--- src/rtl/vga_timing_monitor.sv ---
// VGA timing monitor: measures line/frame length of an incoming raster, locks onto it and
// recovers pixel coordinates. Optional error counter enabled by defining VGA_MON_STATS_EN.
module vga_timing_monitor #(
  parameter int H_TOTAL     = 800,
  parameter int V_TOTAL     = 525,
  parameter int LOCK_FRAMES = 2,
  parameter int WDOG_CYCLES = 1600
) (
  input  logic        clock,
  input  logic        reset,
  input  logic        vga_hs,
  input  logic        vga_vs,
  input  logic        vga_blank_n,
  output logic [9:0]  pix_x,
  output logic [9:0]  pix_y,
  output logic        pix_valid,
  output logic        frame_start,
  output logic        locked,
  output logic        h_err,
  output logic        v_err,
  output logic [15:0] err_count,
  output logic [1:0]  fsm_state
);

  localparam int WD_W = $clog2(WDOG_CYCLES + 1);

  typedef enum logic [1:0] {
    SEARCH  = 2'd0,
    ACQUIRE = 2'd1,
    LOCKED  = 2'd2
  } state_t;

  state_t state, state_next;

  logic            hs_d, vs_d, blank_d;
  logic [9:0]      h_cnt, v_cnt;
  logic [WD_W-1:0] wd_cnt, wd_next;
  logic [3:0]      good, good_next, good_inc;
  logic            h_seen, v_seen, frame_err;

  logic hs_fall, vs_fall, blank_rise, blank_fall;
  logic h_mis, v_mis, h_bad, v_bad;
  logic wdog_hit, clean, enter_search;

  // Handshake-free sampled interface: every input is taken as-is on each clock edge; there
  // is no valid/ready, the timing source owns the raster and this block only observes it.
  always_comb begin
    hs_fall    = hs_d & ~vga_hs;
    vs_fall    = vs_d & ~vga_vs;
    blank_rise = ~blank_d & vga_blank_n;
    blank_fall = blank_d & ~vga_blank_n;

    // A saturated line counter never matches, whatever H_TOTAL is.
    h_mis = (({1'b0, h_cnt} + 11'd1) != 11'(H_TOTAL)) || (h_cnt == 10'h3FF);
    v_mis = (({1'b0, v_cnt} + 11'd1) != 11'(V_TOTAL));
    h_bad = hs_fall & h_seen & h_mis;
    v_bad = vs_fall & v_seen & v_mis;

    if (hs_fall)
      wd_next = '0;
    else if (wd_cnt == WD_W'(WDOG_CYCLES))
      wd_next = wd_cnt;
    else
      wd_next = wd_cnt + 1'b1;
    wdog_hit = (wd_next == WD_W'(WDOG_CYCLES));

    clean    = ~v_bad & ~frame_err & ~h_bad;
    good_inc = good + 4'd1;
  end

  always_comb begin
    state_next = state;
    good_next  = good;
    case (state)
      SEARCH: begin
        if (vs_fall) begin
          state_next = ACQUIRE;
          good_next  = '0;
        end
      end
      ACQUIRE: begin
        if (vs_fall) begin
          if (clean) begin
            good_next = good_inc;
            if (good_inc >= 4'(LOCK_FRAMES))
              state_next = LOCKED;
          end else begin
            good_next = '0;
          end
        end
      end
      LOCKED: begin
        if (h_bad || v_bad)
          state_next = SEARCH;
      end
      default: state_next = SEARCH;
    endcase
    if (wdog_hit) begin
      state_next = SEARCH;
      good_next  = '0;
    end
    // Only the transition into SEARCH forgets history, so errors keep being measured there.
    enter_search = wdog_hit || ((state != SEARCH) && (state_next == SEARCH));
  end

  always_ff @(posedge clock or posedge reset) begin
    if (reset) begin
      state <= SEARCH;
      good  <= '0;
    end else begin
      state <= state_next;
      good  <= good_next;
    end
  end

  always_ff @(posedge clock or posedge reset) begin
    if (reset) begin
      hs_d        <= 1'b1;
      vs_d        <= 1'b1;
      blank_d     <= 1'b0;
      h_cnt       <= '0;
      v_cnt       <= '0;
      wd_cnt      <= '0;
      h_seen      <= 1'b0;
      v_seen      <= 1'b0;
      frame_err   <= 1'b0;
      pix_x       <= '0;
      pix_y       <= '0;
      pix_valid   <= 1'b0;
      frame_start <= 1'b0;
      h_err       <= 1'b0;
      v_err       <= 1'b0;
    end else begin
      hs_d    <= vga_hs;
      vs_d    <= vga_vs;
      blank_d <= vga_blank_n;
      wd_cnt  <= wd_next;

      if (hs_fall)
        h_cnt <= '0;
      else if (h_cnt != 10'h3FF)
        h_cnt <= h_cnt + 10'd1;

      if (vs_fall)
        v_cnt <= '0;
      else if (hs_fall)
        v_cnt <= v_cnt + 10'd1;

      if (enter_search)
        h_seen <= 1'b0;
      else if (hs_fall)
        h_seen <= 1'b1;

      if (enter_search)
        v_seen <= 1'b0;
      else if (vs_fall)
        v_seen <= 1'b1;

      if (vs_fall)
        frame_err <= 1'b0;
      else if (h_bad)
        frame_err <= 1'b1;

      if (blank_rise)
        pix_x <= '0;
      else if (vga_blank_n)
        pix_x <= pix_x + 10'd1;

      if (vs_fall)
        pix_y <= '0;
      else if (blank_fall)
        pix_y <= pix_y + 10'd1;

      pix_valid   <= vga_blank_n & (state == LOCKED);
      frame_start <= vs_fall;
      h_err       <= h_bad;
      v_err       <= v_bad;
    end
  end

  assign locked    = (state == LOCKED);
  assign fsm_state = state;

`ifdef VGA_MON_STATS_EN
  always_ff @(posedge clock or posedge reset) begin
    if (reset)
      err_count <= '0;
    else if ((h_bad || v_bad) && (err_count != 16'hFFFF))
      err_count <= err_count + 16'd1;
  end
`else
  assign err_count = '0;
`endif

endmodule
--- config.mk ---
export PLATFORM = sky130hd
export DESIGN_NAME = vga_timing_monitor
export DESIGN_NICKNAME = d
export VERILOG_FILES = /design/src/rtl/vga_timing_monitor.sv
export SDC_FILE = /design/constraint.sdc
export NUM_CORES = 1
export LEC_CHECK = 0
export CORE_ASPECT_RATIO = 0.75
export CORE_MARGIN = 5
export CORE_UTILIZATION = 50
export DETAILED_ROUTE_END_ITERATION = 8
export PLACE_DENSITY = 0.69
export SETUP_SLACK_MARGIN = 0.1
export SKIP_CTS_REPAIR_TIMING = 1
export SLEW_MARGIN = 20
export SYNTH_ARGS = -nofsm -noshare
export SYNTH_HDL_FRONTEND = slang
export SYNTH_SLANG_ARGS = --single-unit
--- constraint.sdc ---
create_clock -name clock -period 3.1 [get_ports clock]
set_input_delay 0.62 -clock clock [delete_from_list [all_inputs] [get_ports clock]]
set_output_delay 0.62 -clock clock [all_outputs]
set_load 0.03 [all_outputs]
==> results of run 1 <==
registers in the layout, summed over array words and instances (netlist names):
name / cells
blank_d: 1
h_err: 1
pix_valid: 1
h_cnt: 10
h_seen: 1
v_seen: 1
hs_d: 1
good: 4
frame_err: 1
fsm_state: 2
pix_y: 10
wd_cnt: 11
frame_start: 1
v_err: 1
v_cnt: 10
pix_x: 10
vs_d: 1
power groups by stage:
stage	Sequential [W]	Clock, W	Combinational [W]
after CTS	0.00112	0.000640	0.000543
after global routing	0.00114	0.000685	0.000603
final	0.00112	0.000621	0.000538
after detailed placement	0.00113	0	0.000538
after global placement	0.00113	0	0.000532
after floorplan	0.00114	0	0.000399
cells in the mapped netlist, types with 11 or more instances:
master and n:
sky130_fd_sc_hd__a21oi_1 17, sky130_fd_sc_hd__inv_1 14, sky130_fd_sc_hd__o21ai_0 11, sky130_fd_sc_hd__dfrtp_1 65
sky130_fd_sc_hd__nor2_1 53, sky130_fd_sc_hd__xor2_1 26, sky130_fd_sc_hd__nand3_1 19, sky130_fd_sc_hd__nand4_1 15
sky130_fd_sc_hd__xnor2_1 11, sky130_fd_sc_hd__buf_4 17, sky130_fd_sc_hd__nand2_1 33, sky130_fd_sc_hd__nor3_1 14
sky130_fd_sc_hd__and3_1 12
worst register-to-register path, stage by stage, from the launching register on:
cell and delay, ns:
sky130_fd_sc_hd__dfrtp_1 0.48, sky130_fd_sc_hd__nor4bb_1 0.44, sky130_fd_sc_hd__nand4_1 0.33, sky130_fd_sc_hd__a211oi_1 0.36
sky130_fd_sc_hd__nand3_1 0.17, sky130_fd_sc_hd__nor3_2 0.43, sky130_fd_sc_hd__nor4_1 0.10
final cells by class:
class                   instances  area (um2)  area share
well taps                     101         126      0.0297
clock buffers                  13         149      0.0351
multi-input cells             298        1840       0.433
inverters                      16        60.1      0.0141
clock inverters                 3        17.5     0.00412
repair buffers                 38         375      0.0884
flip-flops and latches         67        1680       0.395
worst max path at each step:
stage | to | start | depth (start not counted)
after global placement | fsm_state[0]$_DFF_PP0_ | vga_vs | 7
after floorplan | blank_d$_DFF_PP0_ | reset | 1
final | fsm_state[1]$_DFF_PP0_ | wd_cnt[3]$_DFF_PP0_ | 6
after detailed placement | good[1]$_DFFE_PP0P_ | vga_hs | 7
after global routing | good[0]$_DFFE_PP0P_ | wd_cnt[3]$_DFF_PP0_ | 6
after CTS | fsm_state[1]$_DFF_PP0_ | wd_cnt[3]$_DFF_PP0_ | 6
through the flow:
stage	instances	area [um2]	hold slack [ns]
finish	536	4250	0.499
global route	536	4250	0.532
CTS	536	4250	0.506
detailed placement	520	4080	0.502
global placement	520	4080	0.502
floorplan	415	3790	0.507
routing by layer:
layer,track usage,vias up
met1,0.245,1354
met3,0.0510,10
met2,0.253,49
met4,0.0668,0
met5,0,-
li1,-,1412
logic make-up (layout without fill, tap and decap cells):
family                     count (synthesis)  after routing  share of synthesized area
AOI/OAI and AO/OA                         57             57                      0.115
buffers and inverters                     50             70                     0.0731
xor gates and xnor gates                  37             37                     0.0869
adders and majority gates                  9              9                     0.0302
and+or+nand+nor                          175            175                      0.233
DFF                                       67             67                      0.450
other                                      1             16                    0.00101
muxes                                      4              4                     0.0107
==> results by group, run 1 <==
Worst setup path
  • Buffer and inverter count on the worst path: 0
  • Critical Path Sink Type: register
  • CP delay by family, top: simple AND/OR/NAND/NOR gates
  • Reg-to-Reg End: fsm_state[1]$_DFF_PP0_
  • Register-to-Register Path Depth: 6
  • Data arrival at the endpoint of the critical path: ~2.7 ns
  • Data required time at the worst endpoint: 3.30 ns
  • Ordered list of cells on the worst path: nor4bb_1 -> nand4_1 -> a211oi_1 -> nand3_1 -> nor3_2 -> nor4_1
  • Worst reg2reg startpoint: wd_cnt[3]$_DFF_PP0_
  • Maximum fanout encountered on the critical timing path: 9
  • Crit path max-delay cell type: sky130_fd_sc_hd__dfrtp_1
  • Slack of the worst reg-to-reg path: ~0.65 ns
  • Crit Path Class: reg -> reg
  • Largest incremental delay on the critical path: 0.48 ns
  • Crit path launch type: register

GRT
  • Total GRT Usage: 0.174
  • Via count of the first global-routing pass: 2,735
  • Overflow left after global routing: 0
  • Global-route wire length before repair: 12,900 um
  • Initial antenna violation count: 0
  • Pin count of the biggest net entering global routing: 31

Power
  • Internal power: between 0.0015 and 0.002 W
  • Net switching power figure: about 0.00076 W
  • Portion of total power attributed to combinational logic: 0.236
  • Leak Pwr: 1.84 nW
  • Max IR drop VDD: between 0.3 and 0.4 mV
  • Pwr dens: 537 nW/um2
  • Switching part of the total: 0.335
  • Final Total Pwr: about 0.0023 W
  • Sequential share of power: 0.492
  • Clk network pwr share: 0.272

Min path
  • End of the worst hold path: fsm_state[0]$_DFF_PP0_
  • Worst min-delay path class: reg -> reg
  • Origin of the worst min-delay path: fsm_state[1]$_DFF_PP0_
  • Hold depth: 1

Floorplan
  • Width of the chip: 110 um
  • Total core area: approximately 7300 um2
  • Core Rows: 27
  • Die height: 84.8 um
  • Initial Util: 0.511
  • Die area: approximately 9300 um2
  • Boundary Pins: 48

Flow run
  • Max-cap violations: 0

Timing
  • Final count of pins violating max slew: 0
  • Setup repair after global routing missed its margin: false
  • Final hold viol count: 0
  • Worst Max-Slew Pin Slew: 0.639 ns
  • Setup TNS after final layout: 0 ns
  • Worst clock skew on the final layout: 0.0148 ns
  • Minimum clock period: 2.45 ns
  • Final critical-path share of the clock period: 0.792
  • Max Clk Rate: a little over 400 MHz
  • Total setup violations reported at the end of the flow: 0
  • Slew margin rel.: 0.573
  • Final worst slack: 0.645 ns

Detailed routing
  • DR WL met2: 3370 um
  • Total wirelength of the detailed-routed design: 7280 um
  • Routed via count divided by cell count: about 5.3
  • Antenna-violating nets left: 0
  • Router iterations before antenna repair: 4
  • Routed len/inst: 13.6 um
  • Initial drt markers: approximately 150
  • Routed length on met3: 307 um
  • Highest routing layer actually used: met4
  • Routed met1 length: roughly 3500 um
  • Vias: 2,825
  • DRC violations left: 0

Clock network
  • Clock-pin slew reported for the worst setup and hold paths after clock tree synthesis: 0.08 ns
  • Number of sinks driven by the clock tree: 67
  • Cell chosen for the clock root: sky130_fd_sc_hd__clkbuf_8
  • Number of H-tree levels: 3
  • CTS tree: yes
  • Maximum clock path buffer count: 2
  • TritonCTS Buffers: 9
  • Clock latency on the worst-skew pair: 0.35 ns

Placed design
  • Buffers on Ports: 31
  • Final HPWL from detailed placement: 5260 um
  • Final weighted congestion of routability-driven global placement: 0.859
  • Post-placement setup slack: around 0.66 ns

Yosys
  • Average cell area after synthesis: 9.33 um2
  • Proportion of netlist area held by the largest area contributor: 0.436
  • Largest area contributor in the synthesized netlist: sky130_fd_sc_hd__dfrtp_1
  • Register area share after synthesis: 0.450
  • Cell count after synthesis: 400
  • Netlist Area Pre-Place: approximately 3700 um2
  • Count of warnings emitted by yosys: 0
  • Area contributors post-synth: sky130_fd_sc_hd__dfrtp_1 44%, sky130_fd_sc_hd__xor2_1 6.1%, sky130_fd_sc_hd__nor2_1 5.3%
  • EDFF count, synth: 0
  • Number of synthesized register bits: 67
  • Predominant post-synthesis flop cell: sky130_fd_sc_hd__dfrtp_1
  • Async set or reset register ratio after synthesis: 1.00
  • Number of unique standard cell types used by synthesis: 58

Final layout
  • Total number of nets in the final design: 444
  • # fillers: 649
  • Diodes inserted: 0
  • Fraction of layout cells with a size suffix above 1: 0.0851
  • Most common cell after layout, fill and taps aside: sky130_fd_sc_hd__dfrtp_1
  • Fraction of the core area covered by cells at the end of the flow: 0.582
  • Leading cell types in the layout, fill and taps excluded: 65 x sky130_fd_sc_hd__dfrtp_1, 53 x sky130_fd_sc_hd__nor2_1, 33 x sky130_fd_sc_hd__nand2_1, 31 x sky130_fd_sc_hd__clkdlybuf4s50_1, 26 x sky130_fd_sc_hd__xor2_1
  • Layout Area Growth over Synthesis: 13.8%

Outcome
  • Result of the run: completed
(Power assumes the default switching activity.)
==> run 2, diff against run 1 <==
--- a/config.mk
+++ b/config.mk
@@ -9,7 +9,7 @@
 export CORE_MARGIN = 5
 export CORE_UTILIZATION = 50
 export DETAILED_ROUTE_END_ITERATION = 8
-export PLACE_DENSITY = 0.69
+export PLACE_DENSITY = 0.72
 export SETUP_SLACK_MARGIN = 0.1
 export SKIP_CTS_REPAIR_TIMING = 1
 export SLEW_MARGIN = 20
==> constraint.sdc (replaced) <==
create_clock -name clock -period 2.1 [get_ports clock]
set_input_delay 0.42 -clock clock [delete_from_list [all_inputs] [get_ports clock]]
set_output_delay 0.42 -clock clock [all_outputs]
set_load 0.03 [all_outputs]
==> run 2 against run 1 <==
Sequential power up 45%. Critical path type unchanged. Power increased by 64%. Hold slack got worse by 0.0075 ns. First-iteration DRC count is 2.0% lower. Clock power rose by 76%. Die area did not move. Clock-buffer cell count down 4. Final area is 10% higher. Utilization grew 5.8 points. Final cell count increased by 6.7%.
==> results by group, run 2 (synthesis results as in run 1) <==
Outcome
  • Result of the run: completed

Worst setup path
  • Ordered list of cells on the worst path: ha_2 -> and2_4 -> o211ai_1 -> a221oi_4 -> o311ai_4 -> buf_6 -> nand4_1 -> a31oi_1
  • Crit path max-delay cell type: sky130_fd_sc_hd__dfrtp_1
  • Data arrival at the endpoint of the critical path: 2.32 ns
  • Buffer and inverter count on the worst path: 1
  • CP delay by family, top: compound AO/OA/AOI/OAI gates
  • Largest incremental delay on the critical path: 0.42 ns
  • Critical Path Sink Type: register
  • Data required time at the worst endpoint: ~2.4 ns
  • Crit path launch type: register
  • Maximum fanout encountered on the critical timing path: 6
  • Crit Path Class: reg -> reg

Timing
  • Worst hold margin: 0.491 ns
  • Final count of pins violating max slew: 0
  • Minimum clock period: 2.05 ns
  • Final hold viol count: 0
  • Final worst slack: 0.0492 ns
  • Final critical-path share of the clock period: 0.977
  • Worst clock skew on the final layout: 0.00850 ns
  • Total setup violations reported at the end of the flow: 0
  • Setup repair after global routing missed its margin: true
  • Max Clk Rate: approximately 500 MHz

Placed design
  • Post-placement setup slack: roughly 0.0058 ns
  • Final weighted congestion of routability-driven global placement: 0.842
  • Final HPWL from detailed placement: 5440 um
  • Post-place instance area: ~4300 um2
  • Buffers on Ports: 31
  • Cell Count Post-Placement: approximately 540

Clock network
  • TritonCTS Buffers: 9
  • Clock latency on the worst-skew pair: between 0.3 and 0.4 ns
  • Number of H-tree levels: 3
  • Maximum clock path buffer count: 2
  • Clock-pin slew reported for the worst setup and hold paths after clock tree synthesis: 0.08 ns
  • Cell chosen for the clock root: sky130_fd_sc_hd__clkbuf_8
  • Number of sinks driven by the clock tree: 67
  • CTS tree: yes

Final layout
  • Layout Area Growth over Synthesis: 25.3%
  • Leading cell types in the layout, fill and taps excluded: 64 x sky130_fd_sc_hd__dfrtp_1, 52 x sky130_fd_sc_hd__nor2_1, 40 x sky130_fd_sc_hd__buf_4, 32 x sky130_fd_sc_hd__nand2_1, 27 x sky130_fd_sc_hd__clkdlybuf4s50_1
  • Fraction of layout cells with a size suffix above 1: 0.204
  • Final standard cell area without fillers: 4670 um2
  • Diodes inserted: 0
  • Final cell count without fillers: 572
  • Total number of nets in the final design: 480
  • Most common cell after layout, fill and taps aside: sky130_fd_sc_hd__dfrtp_1
  • Flip-flop count of the largest register after layout: 11
  • Top reg by flops: wd_cnt

Flow run
  • Max-cap violations: 0

Floorplan
  • Die height: 84.8 um
  • Total core area: 7300 um2
  • Boundary Pins: 48
  • Core Rows: 27
  • Width of the chip: 110 um
  • Die area: between 9000 and 10,000 um2
  • Initial Util: 0.511

Min path
  • Worst min-delay path class: reg -> reg

GRT
  • Initial antenna violation count: 0
  • Pin count of the biggest net entering global routing: 36
  • Global-route wire length before repair: 13,000 um
  • Total GRT Usage: 0.176
  • Via count of the first global-routing pass: 2,808
  • Overflow left after global routing: 0

Detailed routing
  • Routed via count divided by cell count: 5.26
  • Router iterations before antenna repair: 4
  • Total wirelength of the detailed-routed design: 7940 um
  • Vias: 3,010
  • Initial drt markers: 144
  • DRC violations left: 0
  • Antenna-violating nets left: 0
  • Routed len/inst: around 14 um

Power
  • Final Total Pwr: about 0.0037 W
  • Max IR drop VDD: roughly 0.38 mV
  • Pwr dens: 802 nW/um2
  • Leak Pwr: 2.11 nW
-- run 2: power by group --
| group | total, W | internal, W | switching (W) |
|---|---|---|---|
| Sequential | 0.00162 | 0.00145 | 0.000176 |
| Combinational | 0.00104 | 0.000468 | 0.000568 |
| Clock | 0.00109 | 0.000555 | 0.000534 |
-- run 2: worst reg2reg max path, cell delays in order (launching register included) --
cell	delay [ns]
sky130_fd_sc_hd__dfrtp_1	0.42
sky130_fd_sc_hd__ha_2	0.21
sky130_fd_sc_hd__and2_4	0.15
sky130_fd_sc_hd__o211ai_1	0.26
sky130_fd_sc_hd__a221oi_4	0.11
sky130_fd_sc_hd__o311ai_4	0.37
sky130_fd_sc_hd__buf_6	0.17
sky130_fd_sc_hd__nand4_1	0.08
sky130_fd_sc_hd__a31oi_1	0.20
-- run 2: through the flow --
stage	util	setup TNS, ns
5_1_grt	0.641	-0.158
3_5_place_dp	0.586	0
3_3_place_gp	0.586	0
2_1_floorplan	-	0
6_report	0.641	0
4_1_cts	0.614	-0.0987
-- run 2: layer usage --
metal	global-route usage	wire length (um)	up-vias
met2	0.253	3540	70
met1	0.254	3860	1448
li1	-	-	1481
met5	0	0	-
met3	0.0578	434	11
met4	0.0521	100	0
-- run 2: layout make-up --
type,count,area [um2]
repair buffers,74,672
fillers,603,2620
flip-flops and latches,67,1680
inverters,16,63.8
clock inverters,7,76.3
well taps,101,126
multi-input cells,298,1930
clock buffers,9,124
-- run 2: worst paths after layout --
| path | start | to | slack, ns | cells past startpoint |
|---|---|---|---|---|
| max | h_cnt[0]$_DFFE_PP0P_ | good[2]$_DFFE_PP0P_ | 0.05 | 8 |
| min | fsm_state[1]$_DFF_PP0_ | fsm_state[0]$_DFF_PP0_ | 0.49 | 1 |
| max reg2reg | h_cnt[0]$_DFFE_PP0P_ | good[2]$_DFFE_PP0P_ | 0.05 | 8 |
| min reg2reg | fsm_state[1]$_DFF_PP0_ | fsm_state[0]$_DFF_PP0_ | 0.49 | 1 |
| max in group asynchronous | reset | vs_d$_DFF_PP1_ | 1.21 | 3 |
| min in group asynchronous | reset | pix_x[5]$_DFFE_PP0P_ | 0.52 | 3 |
